[src/rtl/melody_pkg.sv]
// Shared types and constants for the melody sequencer: note codes, the
// pitch table and the sequencer state encoding.
package melody_pkg;

   localparam int NOTE_W = 4;
   localparam int DUR_W  = 4;
   localparam int HP_W   = 17;

   localparam logic [NOTE_W-1:0] REST = 4'd0;
   localparam logic [NOTE_W-1:0] C4   = 4'd1;
   localparam logic [NOTE_W-1:0] CS4  = 4'd2;
   localparam logic [NOTE_W-1:0] D4   = 4'd3;
   localparam logic [NOTE_W-1:0] DS4  = 4'd4;
   localparam logic [NOTE_W-1:0] E4   = 4'd5;
   localparam logic [NOTE_W-1:0] F4   = 4'd6;
   localparam logic [NOTE_W-1:0] FS4  = 4'd7;
   localparam logic [NOTE_W-1:0] G4   = 4'd8;
   localparam logic [NOTE_W-1:0] GS4  = 4'd9;
   localparam logic [NOTE_W-1:0] A4   = 4'd10;
   localparam logic [NOTE_W-1:0] AS4  = 4'd11;
   localparam logic [NOTE_W-1:0] B4   = 4'd12;

   typedef enum logic [2:0] {IDLE, FETCH, LOAD, PLAY, HALT} state_t;

   // Half-period in 50 MHz clk cycles; rests (0, 13..15) map to 0.
   function automatic logic [HP_W-1:0] note_half_period(input logic [NOTE_W-1:0] code);
      case (code)
         C4:      return 17'd95557;
         CS4:     return 17'd90193;
         D4:      return 17'd85131;
         DS4:     return 17'd80354;
         E4:      return 17'd75843;
         F4:      return 17'd71586;
         FS4:     return 17'd67568;
         G4:      return 17'd63776;
         GS4:     return 17'd60197;
         A4:      return 17'd56818;
         AS4:     return 17'd53629;
         B4:      return 17'd50619;
         default: return '0;
      endcase
   endfunction

   function automatic logic is_rest(input logic [NOTE_W-1:0] code);
      return (code == REST) || (code > B4);
   endfunction

endpackage

[src/rtl/tone_gen.sv]
// Square-wave generator: toggles its output every `half` enabled cycles.
// Holding enable low freezes the phase; clear restarts it from a low output.
module tone_gen
   import melody_pkg::*;
(
   input  logic            clk,
   input  logic            reset,
   input  logic            enable,
   input  logic            clear,
   input  logic [HP_W-1:0] half,
   output logic            wave
);

   logic [HP_W-1:0] tone_cnt_reg;
   logic            wave_reg;

   always_ff @(posedge clk) begin
      if (reset || clear) begin
         tone_cnt_reg <= '0;
         wave_reg     <= 1'b0;
      end else if (enable) begin
         if (tone_cnt_reg == half - HP_W'(1)) begin
            tone_cnt_reg <= '0;
            wave_reg     <= ~wave_reg;
         end else begin
            tone_cnt_reg <= tone_cnt_reg + HP_W'(1);
         end
      end
   end

   assign wave = wave_reg;

endmodule

[src/rtl/melody_sequencer.sv]
// Steps through a melody in an external synchronous ROM while play is high,
// producing a square wave per note; pausing freezes position and tone phase.
module melody_sequencer
   import melody_pkg::*;
#(
   parameter int ADDR_W      = 4,
   parameter int BEAT_CYCLES = 12_500_000,
   parameter int DIV_SHIFT   = 0
) (
   input  logic              clk,
   input  logic              reset,
   input  logic              play,
   output logic [ADDR_W-1:0] rom_addr,
   input  logic [7:0]        rom_data,
   output logic              audio,
   output logic [3:0]        cur_note,
   output logic              beat_pulse,
   output logic              playing
);

   localparam int BC_W = (BEAT_CYCLES > 1) ? $clog2(BEAT_CYCLES) : 1;
   localparam logic [BC_W-1:0] BEAT_LAST = BC_W'(BEAT_CYCLES - 1);

   state_t              state_reg;
   logic [ADDR_W-1:0]   rom_addr_reg;
   logic [NOTE_W-1:0]   cur_note_reg;
   logic [DUR_W-1:0]    beats_left_reg;
   logic [BC_W-1:0]     beat_cnt_reg;
   logic                beat_pulse_reg;
   logic                active;
   logic                tone_wave;
   logic [HP_W-1:0]     half;

   assign active = (state_reg == PLAY) && play;
   assign half   = note_half_period(cur_note_reg) >> DIV_SHIFT;

   always_ff @(posedge clk) begin
      if (reset) begin
         state_reg      <= IDLE;
         rom_addr_reg   <= '0;
         cur_note_reg   <= REST;
         beats_left_reg <= '0;
         beat_cnt_reg   <= '0;
         beat_pulse_reg <= 1'b0;
      end else begin
         beat_pulse_reg <= 1'b0;
         case (state_reg)
            IDLE: if (play) state_reg <= FETCH;
            FETCH: state_reg <= LOAD;
            LOAD: begin
               cur_note_reg   <= rom_data[7:4];
               beats_left_reg <= rom_data[3:0];
               if (rom_data[3:0] == '0) begin
                  // Zero duration marks end of song; at address 0 the song is empty.
                  if (rom_addr_reg == '0) begin
                     state_reg <= HALT;
                  end else begin
                     rom_addr_reg <= '0;
                     state_reg    <= FETCH;
                  end
               end else begin
                  beat_cnt_reg <= '0;
                  state_reg    <= PLAY;
               end
            end
            PLAY: begin
               if (play) begin
                  if (beat_cnt_reg == BEAT_LAST) begin
                     beat_cnt_reg   <= '0;
                     beat_pulse_reg <= 1'b1;
                     beats_left_reg <= beats_left_reg - DUR_W'(1);
                     if (beats_left_reg == DUR_W'(1)) begin
                        rom_addr_reg <= rom_addr_reg + ADDR_W'(1);
                        state_reg    <= FETCH;
                     end
                  end else begin
                     beat_cnt_reg <= beat_cnt_reg + BC_W'(1);
                  end
               end
            end
            HALT: state_reg <= HALT;
            default: state_reg <= IDLE;
         endcase
      end
   end

   tone_gen u_tone_gen (
      .clk    (clk),
      .reset  (reset),
      .enable (active),
      .clear  (state_reg == LOAD),
      .half   (half),
      .wave   (tone_wave)
   );

   assign audio      = tone_wave && active && !is_rest(cur_note_reg);
   assign rom_addr   = rom_addr_reg;
   assign cur_note   = cur_note_reg;
   assign beat_pulse = beat_pulse_reg;
   assign playing    = active;

endmodule

[config.mk]
export PLATFORM = sky130hd
export DESIGN_NAME = melody_sequencer
export DESIGN_NICKNAME = d
export VERILOG_FILES = /design/src/rtl/melody_pkg.sv /design/src/rtl/tone_gen.sv /design/src/rtl/melody_sequencer.sv
export SDC_FILE = /design/constraint.sdc
export NUM_CORES = 1
export LEC_CHECK = 0
export CAP_MARGIN = 20
export CORE_ASPECT_RATIO = 1.2
export CORE_MARGIN = 2
export CORE_UTILIZATION = 50
export CTS_CLUSTER_SIZE = 16
export DETAILED_ROUTE_END_ITERATION = 10
export PLACE_DENSITY = 0.74
export SLEW_MARGIN = 20
export SYNTH_ARGS = -nofsm -noshare
export SYNTH_HDL_FRONTEND = slang
export SYNTH_SLANG_ARGS = --single-unit
[constraint.sdc]
create_clock -name clk -period 4 [get_ports clk]
set_input_delay 0.8 -clock clk [delete_from_list [all_inputs] [get_ports clk]]
set_output_delay 0.8 -clock clk [all_outputs]
set_load 0.02 [all_outputs]
# Word level (Yosys, flattened, before mapping)
# Memories as Yosys holds them, arrays and structs flattened. A register that Yosys moved wholly into a read port is not among the register bits.
# Cells that the tools add are included.
# totals
regBits	58
rom_bits	272
input_bits	11
word_cells	73
mem_count	1
# classes
addsub	5
order_cmp	1
eq_ne	14
n_mux	24
bitwise	3
reduce_logical	17
# mem_list
name	depth	width	read_ports	rd_clocked_by_memory_dff	wr	line	source
(name not given)	16	17	1	1	0	melody_pkg.sv:27	case (code)
# op_table
cell	n
2-to-1 mux 24 bit	3
case mux 24 bit (2 select lines)	1
2-to-1 mux 4 bit	9
adder 24 x 1 -> 24 bit (second input constant)	1
== test 24 bit (second input constant)	1
2-to-1 mux 3 bit	6
adder 17 x 1 -> 17 bit (second input constant)	1
== test 17 bit	1
2-to-1 mux 17 bit	1
subtractor 17 x 1 -> 17 bit (second input constant)	1
case mux 4 bit (2 select lines)	2
case mux 3 bit (5 select lines)	1
logical NOT 4 bit	3
!= test 2 bit (second input constant)	5
== test 3 x 2 -> 1 bit (second input constant)	2
AND reduction 3 bit	2
AND reduction 6 bit	1
adder 4 x 1 -> 4 bit (second input constant)	1
== test 4 x 1 -> 1 bit (second input constant)	1
greater-than comparator 4 bit (second input constant)	1
!= test 2 x 1 -> 1 bit (second input constant)	2
AND reduction 4 bit	1
subtractor 4 x 1 -> 4 bit (second input constant)	1
== test 3 x 1 -> 1 bit (second input constant)	1
other kinds (10)	15

# Logic depth before layout (Yosys ltp)
# Gate-level depths: netlist of the first run.
# depth
depth_word	5
mapped_depth	11
depth_no_buf	10

# Modules after synthesis
# A second synthesis of the first run with hierarchy kept.
# unflattened
hier_cells	504
hier_area_um2	4214.0
# modules_own_cells
module	instances	cells_each	area_each_um2	seq_area_each_um2
melody_sequencer	1	331	2819.0	1141.1
tone_gen	1	173	1395.1	360.3

# Worst setup path after synthesis of the first run
# OpenSTA, ideal clock, no wires.
# synth_path
path_type	reg-to-reg
start	register, netlist name half[2]
end	register u_tone_gen.wave_reg, in the netlist u_tone_gen.wave
t_arrival_ns	2.684
t_required_ns	3.879
path_slack_ns	1.195
stages_incl_launch_ff	9
path_buffers	1
synth_period_minus_slack_ns	2.805
cell_sequence	dfxtp_1 > buf_6 > nor4_4 > nand4_2 > or4_1 > a2111oi_2 > nand4_2 > nor3_4 > mux2_4
# synth_between
elab_chain_len	3
# synth_rtl
element	line	source
subtractor 17 x 1 -> 17 bit	tone_gen.sv:22	if (tone_cnt_reg == half - HP_W'(1)) begin
== test 17 bit	tone_gen.sv:22	
AND reduction 2 bit (no line)	--	
to (signal assigned)	tone_gen.sv:24	wave_reg <= ~wave_reg;
to (decl)	tone_gen.sv:15	logic wave_reg;
# Every way passes these cells.
# A chain may end at the register's enable or synchronous reset.

# Worst setup path in the final report of the first run
# layout_path
start	input play
end	output playing
# layout_between
elab_chain_len	1
# layout_rtl
element	line	source
from (decl)	melody_sequencer.sv:12	input logic play,
logical AND 1 bit	melody_sequencer.sv:34	assign active = (state_reg == PLAY) && play;
to (decl)	melody_sequencer.sv:18	output logic playing
# Every way passes these cells.

==> results of run 1 <==
cells by family after synthesis:
group / count (synthesis) / share of synthesized area, %
buffers and inverters: 44 / 4.24
adders and majority gates: 15 / 4.42
muxes: 9 / 2.59
AOI/OAI and AO/OA: 92 / 14.3
and+or+nand+nor: 232 / 28.4
DFF: 75 / 35.3
xor gates and xnor gates: 52 / 10.7
synthesized netlist by cell type, drive strengths merged, types with 5 or more instances:
master / number
o211ai: 5
nand2b: 5
inv: 20
o21ai: 22
mux2i: 5
xor2: 23
o31ai: 5
a311oi: 5
a31oi: 8
nor2: 67
clkbuf: 20
nor3: 29
ha: 15
nand2: 43
dfxtp: 75
nor4: 8
xnor2: 29
nand3: 19
and3: 8
nand4: 18
a21oi: 21
nor3b: 5
where the power goes:
part	leakage, nW	internal, W	switching [W]
sequential	0.607	0.000777	0.0000443
combinational	1.02	0.000162	0.000220
clock	0.0843	0.000240	0.000288
cell type report:
cell class	instances	area share, %
repair buffers	27	5.41
inverters	20	1.59
flip-flops and latches	75	31.8
clock inverters	6	0.874
multi-input cells	400	54.4
well taps	114	3.02
clock buffers	10	2.91
per-stage QoR:
| step | cell area [um^2] | hold WS [ns] | util, % | instances |
|---|---|---|---|---|
| 2_1_floorplan | 4250 | 0.439 | - | 519 |
| 3_3_place_gp | 4540 | 0.467 | 55.4 | 636 |
| 3_5_place_dp | 4540 | 0.471 | 55.4 | 636 |
| 4_1_cts | 4720 | 0.483 | 57.6 | 652 |
| 5_1_grt | 4720 | 0.508 | 57.6 | 652 |
| 6_report | 4720 | 0.480 | 57.6 | 652 |
routing by layer:
metal	up-vias	part of all wire (%)	wire (um)
li1	1876	-	-
met1	1746	44	4250
met2	92	49	4760
met3	22	4.4	431
met4	0	2.9	286
met5	-	0	0
worst min path at each step:
stage                                          to  cells after the start
floorplan           beat_cnt_reg[23]$_SDFFE_PP0P_                      1
global placement    beat_cnt_reg[23]$_SDFFE_PP0P_                      1
detailed placement  beat_cnt_reg[23]$_SDFFE_PP0P_                      1
CTS                 beat_cnt_reg[23]$_SDFFE_PP0P_                      1
global route        beat_cnt_reg[23]$_SDFFE_PP0P_                      1
finish              beat_cnt_reg[23]$_SDFFE_PP0P_                      1
==> impl_metrics.toml, run 1 <==
[cts]
cts-root-buf = "clkbuf_8"
cts_tree = "yes"
cts_setup_buffers = 0
cts_buffers = 9
clock_latency_ns = 0.36
h-tree-depth = 3
clk_pin_slew_ns = 0.08
ctsHoldBuffers = 0
ctsResizeCount = 0
clockBufferDepth = 2
clock_sinks = 75

[floorplan]
io_pins = 22
die_area_um2 = 9260
start_util_pct = 51.8
die-height_um = 105
core_area_um2 = 8200
rows = 36
die_x_um = 88.2

[worst_setup_path]
cp_cell_sequence = "clkdlybuf4s50_1, nand4b_2, buf_4, inv_1, clkdlybuf4s50_1"
start_kind = "input pin"
critPathCaptureType = "output port"
worstRegToRegCells = 7
max_stage_delay_ns = 0.61
worst_ep_required_time_ns = 3.20
endpoint = "playing"
cp_slowest_cell = "clkdlybuf4s50_1"
worstPathArrival_ns = 2.45
crit_cells = 5
crit_buf_inv = 4
reg2reg_slack_ns = 0.82
crit_top_cell = "clkdlybuf4s50_1"
reg2reg_from = "half[2]$_DFF_P_"
critPathKind = "in -> out"
worstReg2RegEnd = "u_tone_gen.wave$_SDFFE_PP0P_"
cp_top_family = "buffers and inverters"
startpoint = "play"
critPathMaxFanout = 15

[layout]
areaGrowthSynthToFinish_pct = 11.1
n_fill_cell = 759
seq_area_um2 = 1500
largest_register_ffs = 24
antennaDiodeCount = 0
layout_common_cells = "75 x dfxtp_1, 67 x nor2_1, 43 x nand2_1"
final_common_cell = "dfxtp_1"
final_nets = 559
drive_gt1_share_pct = 7.81
multi_input_area_um2 = 2570

[power_and_ir_drop]
power.leakage_nw = 1.71
vdd_drop_max_mv = 0.228
total_power_w = 0.00173
power_density_nw_per_um2 = 367

[job]
max_cap_viol_count = 0

[detailed_routing]
dr.pass1.iters = 5
via_per_inst = 5.73
first_iter_violations = 147
drt_wl_total_um = 9730
drc = 0
vias = 3736
wl_per_cell_um = 14.9
ant_nets = 0

[global_routing]
grt_first_pass_wirelength_um = 16500
grt_use_met3_pct = 4.50
gr-total-overflow = 0
gr-usage-all-layers_pct = 22.3
top_usage_layer = "met2"
first_global_vias = 3585
grt_max_degree = 25
gr-usage-met2_pct = 35.7
grt.met1_usage_pct = 28.1
antenna_found_initial = 0

[synth]
ys_types = 64
synth_top_area_share_pct = 35.3
synth.largest_area_cell = "dfxtp_1"
syn_area_um2 = 4250
avgSynthCellArea_um2 = 8.19
synth_seq_area_share_pct = 35.3
synth_area_leaders = "dfxtp_1 35%, xnor2_1 6.0%, nor2_1 5.9%"
synth-seq-cells = 75
yosysWarnings = 0
synth_cells = 519
synth_nets = 545
synth-main-ff-cell = "dfxtp_1"
synthArstFlopShare_pct = 0
synth-edff-count = 0

[placement]
gp_congestion = 0.817
port-buffer-count = 21
pre_cts_slack_ns = 0.745
hpwlAfterDp_um = 7160

[timing]
fin_crit_sh_pct = 81.2
tns_ns = 0
fin_skew_ns = 0.00911
fin_ws_ns = 0.753
rsz0062_at_grt = "no"
relSlewSlack_pct = 45.4
max_slew.worst_pin.slew_ns = 0.811
setup_viol = 0
report.final.slew_viol_count = 0
finalHoldViolations = 0
fmax_ghz = 0.308
period_needed_ns = 3.25

[min_path]
holdCritStartpoint = "beat_cnt_reg[23]$_SDFFE_PP0P_"
holdCritPathClass = "reg -> reg"

[run_status]
outcome = "finished clean"
No activity file was read; power rests on OpenSTA's default activity.
==> inputs of run 2 (changes only) <==
==> constraint.sdc (replaced) <==
create_clock -name clk -period 3 [get_ports clk]
set_input_delay 0.6 -clock clk [delete_from_list [all_inputs] [get_ports clk]]
set_output_delay 0.6 -clock clk [all_outputs]
set_load 0.02 [all_outputs]
==> run 2 against run 1 <==
Net effect: combinational power up 38%; flip-flop and latch count is the same; sequential power grew 34%; largest power group unchanged; worst hold slack better by 0.0046 ns; non-clock buffer count up 10; largest cell class unchanged; sequential share of layout area decreased by 0.44 points; count of clock-buffer cells in the layout unchanged; die area did not move; critical path type unchanged.
==> impl_metrics.toml, run 2 (same netlist as run 1, synthesis figures left out) <==
[layout]
drive_gt1_share_pct = 9.31
n_fill_cell = 744
largest_register_ffs = 24
final_nets = 569
final_common_cell = "dfxtp_1"
antennaDiodeCount = 0
areaGrowthSynthToFinish_pct = 12.7
layout_common_cells = "75 x dfxtp_1, 67 x nor2_1, 43 x nand2_1"
fin_util_pct = 58.4

[timing]
fmax_ghz = 0.360
fin_skew_ns = 0.00861
hold_slack_ns = 0.484
tns_ns = 0
period_needed_ns = 2.78
report.final.slew_viol_count = 0
finalHoldViolations = 0
fin_crit_sh_pct = 92.7
relSlewSlack_pct = 46.8
rsz0062_at_grt = "no"
max_slew.worst_pin.slew_ns = 0.790
setup_viol = 0

[cts]
ctsHoldBuffers = 0
clock_sinks = 75
cts-root-buf = "clkbuf_8"
ctsResizeCount = 0
h-tree-depth = 3
clock_latency_ns = 0.35
clockBufferDepth = 2
cts_tree = "yes"
cts_buffers = 9
cts_setup_buffers = 0
clk_pin_slew_ns = 0.08

[placement]
port-buffer-count = 21
hpwlAfterDp_um = 7090
gp_congestion = 0.951

[worst_setup_path]
worstPathArrival_ns = 2.18
critPathKind = "in -> out"
start_kind = "input pin"
worst_ep_required_time_ns = 2.40
critPathMaxFanout = 14
critPathCaptureType = "output port"

[detailed_routing]
first_iter_violations = 153
drc = 0
ant_nets = 0
wl_per_cell_um = 14.2
dr.pass1.iters = 4
drt_wl_total_um = 9390
via_per_inst = 5.66
vias = 3750

[floorplan]
io_pins = 22
die_x_um = 88.2
start_util_pct = 51.8
rows = 36
die_area_um2 = 9260
core_area_um2 = 8200
die-height_um = 105

[power_and_ir_drop]
vdd_drop_max_mv = 0.383
power.leakage_nw = 1.75
power_density_nw_per_um2 = 479

[global_routing]
first_global_vias = 3540
gr-total-overflow = 0
antenna_found_initial = 0
gr-usage-all-layers_pct = 21.5
grt_first_pass_wirelength_um = 16100
grt_max_degree = 22

[min_path]
holdCritPathClass = "reg -> reg"

[run_status]
outcome = "finished clean"

[job]
max_cap_viol_count = 0
-- run 2: cell types whose count changed in the layout (fill, tap and decap cells not counted) --
cell / delta
clkinvlp_4: -1
buf_4: +10
clkbuf_8: -1
clkinv_4: +1
clkbuf_1: +1
-- run 2: where the power goes --
part	internal, W	switching [W]	leakage (nW)
Sequential	0.00104	0.0000597	0.607
Combinational	0.000235	0.000293	1.06
Clock	0.000300	0.000368	0.0822
-- run 2: per-stage QoR --
stage	total power, W	std cells	instance area, um^2	worst slack [ns]
after CTS	0.00230	662	4790	0.206
after global placement	0.00163	646	4620	0.211
final	0.00229	662	4790	0.220
after global routing	0.00241	662	4790	0.123
after floorplan	0.00150	519	4250	0.195
after detailed placement	0.00164	646	4620	0.196
-- run 2: final timing paths --
| kind | start | endpoint | slack [ns] | depth (start not counted) |
|---|---|---|---|---|
| hold / removal | beat_cnt_reg[23]$_SDFFE_PP0P_ | beat_cnt_reg[23]$_SDFFE_PP0P_ | 0.48 | 1 |
| setup / recovery | play | playing | 0.22 | 5 |
| setup reg to reg | half[9]$_DFF_P_ | u_tone_gen.tone_cnt_reg[15]$_SDFFE_PP0P_ | 0.31 | 8 |
| hold reg to reg | beat_cnt_reg[23]$_SDFFE_PP0P_ | beat_cnt_reg[23]$_SDFFE_PP0P_ | 0.48 | 1 |
-- run 2: worst max-delay path, cell delays in order --
cell and delay [ns]:
clkdlybuf4s50_1 0.49, nand4b_2 0.15, buf_4 0.23, inv_1 0.10
clkdlybuf4s50_1 0.61
-- run 2: cell type report --
type	instances	area, um^2	area share [%]
Timing Repair Buffer	37	330	6.90
Tap cell	114	143	2.98
Clock buffer	10	128	2.67
Sequential cell	75	1500	31.4
Multi-Input combinational cell	400	2570	53.6
Clock inverter	6	42.5	0.888
Inverter	20	75.1	1.57
-- run 2: metal layers --
layer | GRT usage (%) | wire [um] | share of wire, %
met2 | 35.6 | 4620 | 49
met3 | 2.92 | 376 | 4.0
met5 | 0 | 0 | 0
met4 | 9.85 | 266 | 2.8
met1 | 27.3 | 4130 | 44
==> inputs of run 3 (changes only) <==
--- a/config.mk
+++ b/config.mk
@@ -12,6 +12,7 @@
 export CTS_CLUSTER_SIZE = 16
 export DETAILED_ROUTE_END_ITERATION = 10
 export PLACE_DENSITY = 0.74
+export RECOVER_POWER = 50
 export SLEW_MARGIN = 20
 export SYNTH_ARGS = -nofsm -noshare
 export SYNTH_HDL_FRONTEND = slang
==> run 3 against run 2 <==
Net effect: clock power about the same; clock skew barely moved; cell count is the same.
==> impl_metrics.toml, run 3 (same netlist as run 1, synthesis figures left out) <==
[cts]
cts_buffers = 9
cts-root-buf = "clkbuf_8"
clock_sinks = 75
clock_latency_ns = 0.35
clockBufferDepth = 2
ctsHoldBuffers = 0
cts_setup_buffers = 0
cts_tree = "yes"
h-tree-depth = 3
clk_pin_slew_ns = 0.08
ctsResizeCount = 0

[timing]
tns_ns = 0
finalHoldViolations = 0
report.final.slew_viol_count = 0
period_needed_ns = 2.78
fmax_ghz = 0.360
fin_skew_ns = 0.00858
fin_crit_sh_pct = 92.6
rsz0062_at_grt = "no"
relSlewSlack_pct = 26.6
max_slew.worst_pin.slew_ns = 1.10
setup_viol = 0

[global_routing]
antenna_found_initial = 0
gr-total-overflow = 0
grt_max_degree = 22
grt_first_pass_wirelength_um = 16100
first_global_vias = 3540
gr-usage-all-layers_pct = 21.5

[floorplan]
core_area_um2 = 8200
io_pins = 22
die-height_um = 105
die_area_um2 = 9260
start_util_pct = 51.8
die_x_um = 88.2
rows = 36

[power_and_ir_drop]
power.leakage_nw = 1.77
power_density_nw_per_um2 = 479
seq_power_share_pct = 47.9
vdd_drop_max_mv = 0.383
pwr-share-comb_pct = 22.9
p_switching_w = 0.000723
switching_share_pct = 31.6
clkPwrFrac_pct = 29.3
intPower_w = 0.00157

[detailed_routing]
first_iter_violations = 143
drc = 0
ant_nets = 0
vias = 3742
via_per_inst = 5.65
drt_wl_total_um = 9370
dr.pass1.iters = 5
wl_per_cell_um = 14.2

[layout]
layout_common_cells = "75 x dfxtp_1, 67 x nor2_1, 43 x nand2_1"
fin_cells = 662
final_nets = 569
largest_register_ffs = 24
antennaDiodeCount = 0
drive_gt1_share_pct = 8.58
areaGrowthSynthToFinish_pct = 12.4
final_common_cell = "dfxtp_1"

[worst_setup_path]
critPathKind = "in -> out"
critPathCaptureType = "output port"
worstPathArrival_ns = 2.18
critPathMaxFanout = 14
start_kind = "input pin"
worst_ep_required_time_ns = 2.40

[job]
max_cap_viol_count = 0

[placement]
placedCellCount = 646
gp_congestion = 0.951
hpwlAfterDp_um = 7090
port-buffer-count = 21

[run_status]
outcome = "finished clean"

[min_path]
holdCritPathClass = "reg -> reg"
run 3: cell types whose count changed in the layout (fill, tap and decap cells not counted):
cell             previous run  this run
clkbuf_1                    1         4
clkdlybuf4s50_1            21        11
or2_0                       0         1
or2_2                       4         3
buf_4                      16        13
dlygate4sd3_1               0        10
run 3: per-layer routing:
layer	part of all wire, %	track usage (%)	vias to the layer above	routed length [um]
met4	2.5	9.85	0	239
met5	0	0	-	0
met2	50	35.6	88	4640
li1	-	-	1895	-
met1	44	27.3	1742	4140
met3	3.7	2.92	17	351
run 3: power groups by stage:
| stage | clock, W | sequential, W | combinational [W] |
|---|---|---|---|
| after floorplan | 0 | 0.00110 | 0.000405 |
| after global placement | 0 | 0.00112 | 0.000512 |
| after detailed placement | 0 | 0.00112 | 0.000520 |
| after CTS | 0.000684 | 0.00110 | 0.000525 |
| after global routing | 0.000727 | 0.00110 | 0.000577 |
| final | 0.000670 | 0.00110 | 0.000523 |
run 3: final cells by class:
| type | count | area, um^2 |
|---|---|---|
| fillers | 750 | 3420 |
| multi-input cells | 400 | 2570 |
| flip-flops and latches | 75 | 1500 |
| repair buffers | 37 | 319 |
| well taps | 114 | 143 |
| clock buffers | 10 | 128 |
| inverters | 20 | 75.1 |
| clock inverters | 6 | 42.5 |
run 3: final timing paths:
check | from | to | slack, ns | cells after the start
worst max-delay path | play | playing | 0.22 | 5
worst min-delay path | beat_cnt_reg[23]$_SDFFE_PP0P_ | beat_cnt_reg[23]$_SDFFE_PP0P_ | 0.48 | 1
worst max register to register | half[9]$_DFF_P_ | u_tone_gen.tone_cnt_reg[15]$_SDFFE_PP0P_ | 0.28 | 8
worst min register to register | beat_cnt_reg[23]$_SDFFE_PP0P_ | beat_cnt_reg[23]$_SDFFE_PP0P_ | 0.48 | 1
run 3: through the flow:
stage | instance area (um^2) | setup WS, ns | util, % | hold slack (ns) | total power (W)
floorplan | 4250 | 0.195 | - | 0.439 | 0.00150
global placement | 4620 | 0.211 | 56.3 | 0.477 | 0.00163
detailed placement | 4620 | 0.196 | 56.3 | 0.474 | 0.00164
CTS | 4790 | 0.206 | 58.4 | 0.492 | 0.00230
global route | 4780 | 0.103 | 58.3 | 0.532 | 0.00241
finish | 4780 | 0.223 | 58.3 | 0.485 | 0.00229
run 3: critical path, cell delays in order:
cell and delay, ns:
clkdlybuf4s50_1 0.49, nand4b_2 0.15, buf_4 0.23, inv_1 0.10, clkdlybuf4s50_1 0.61
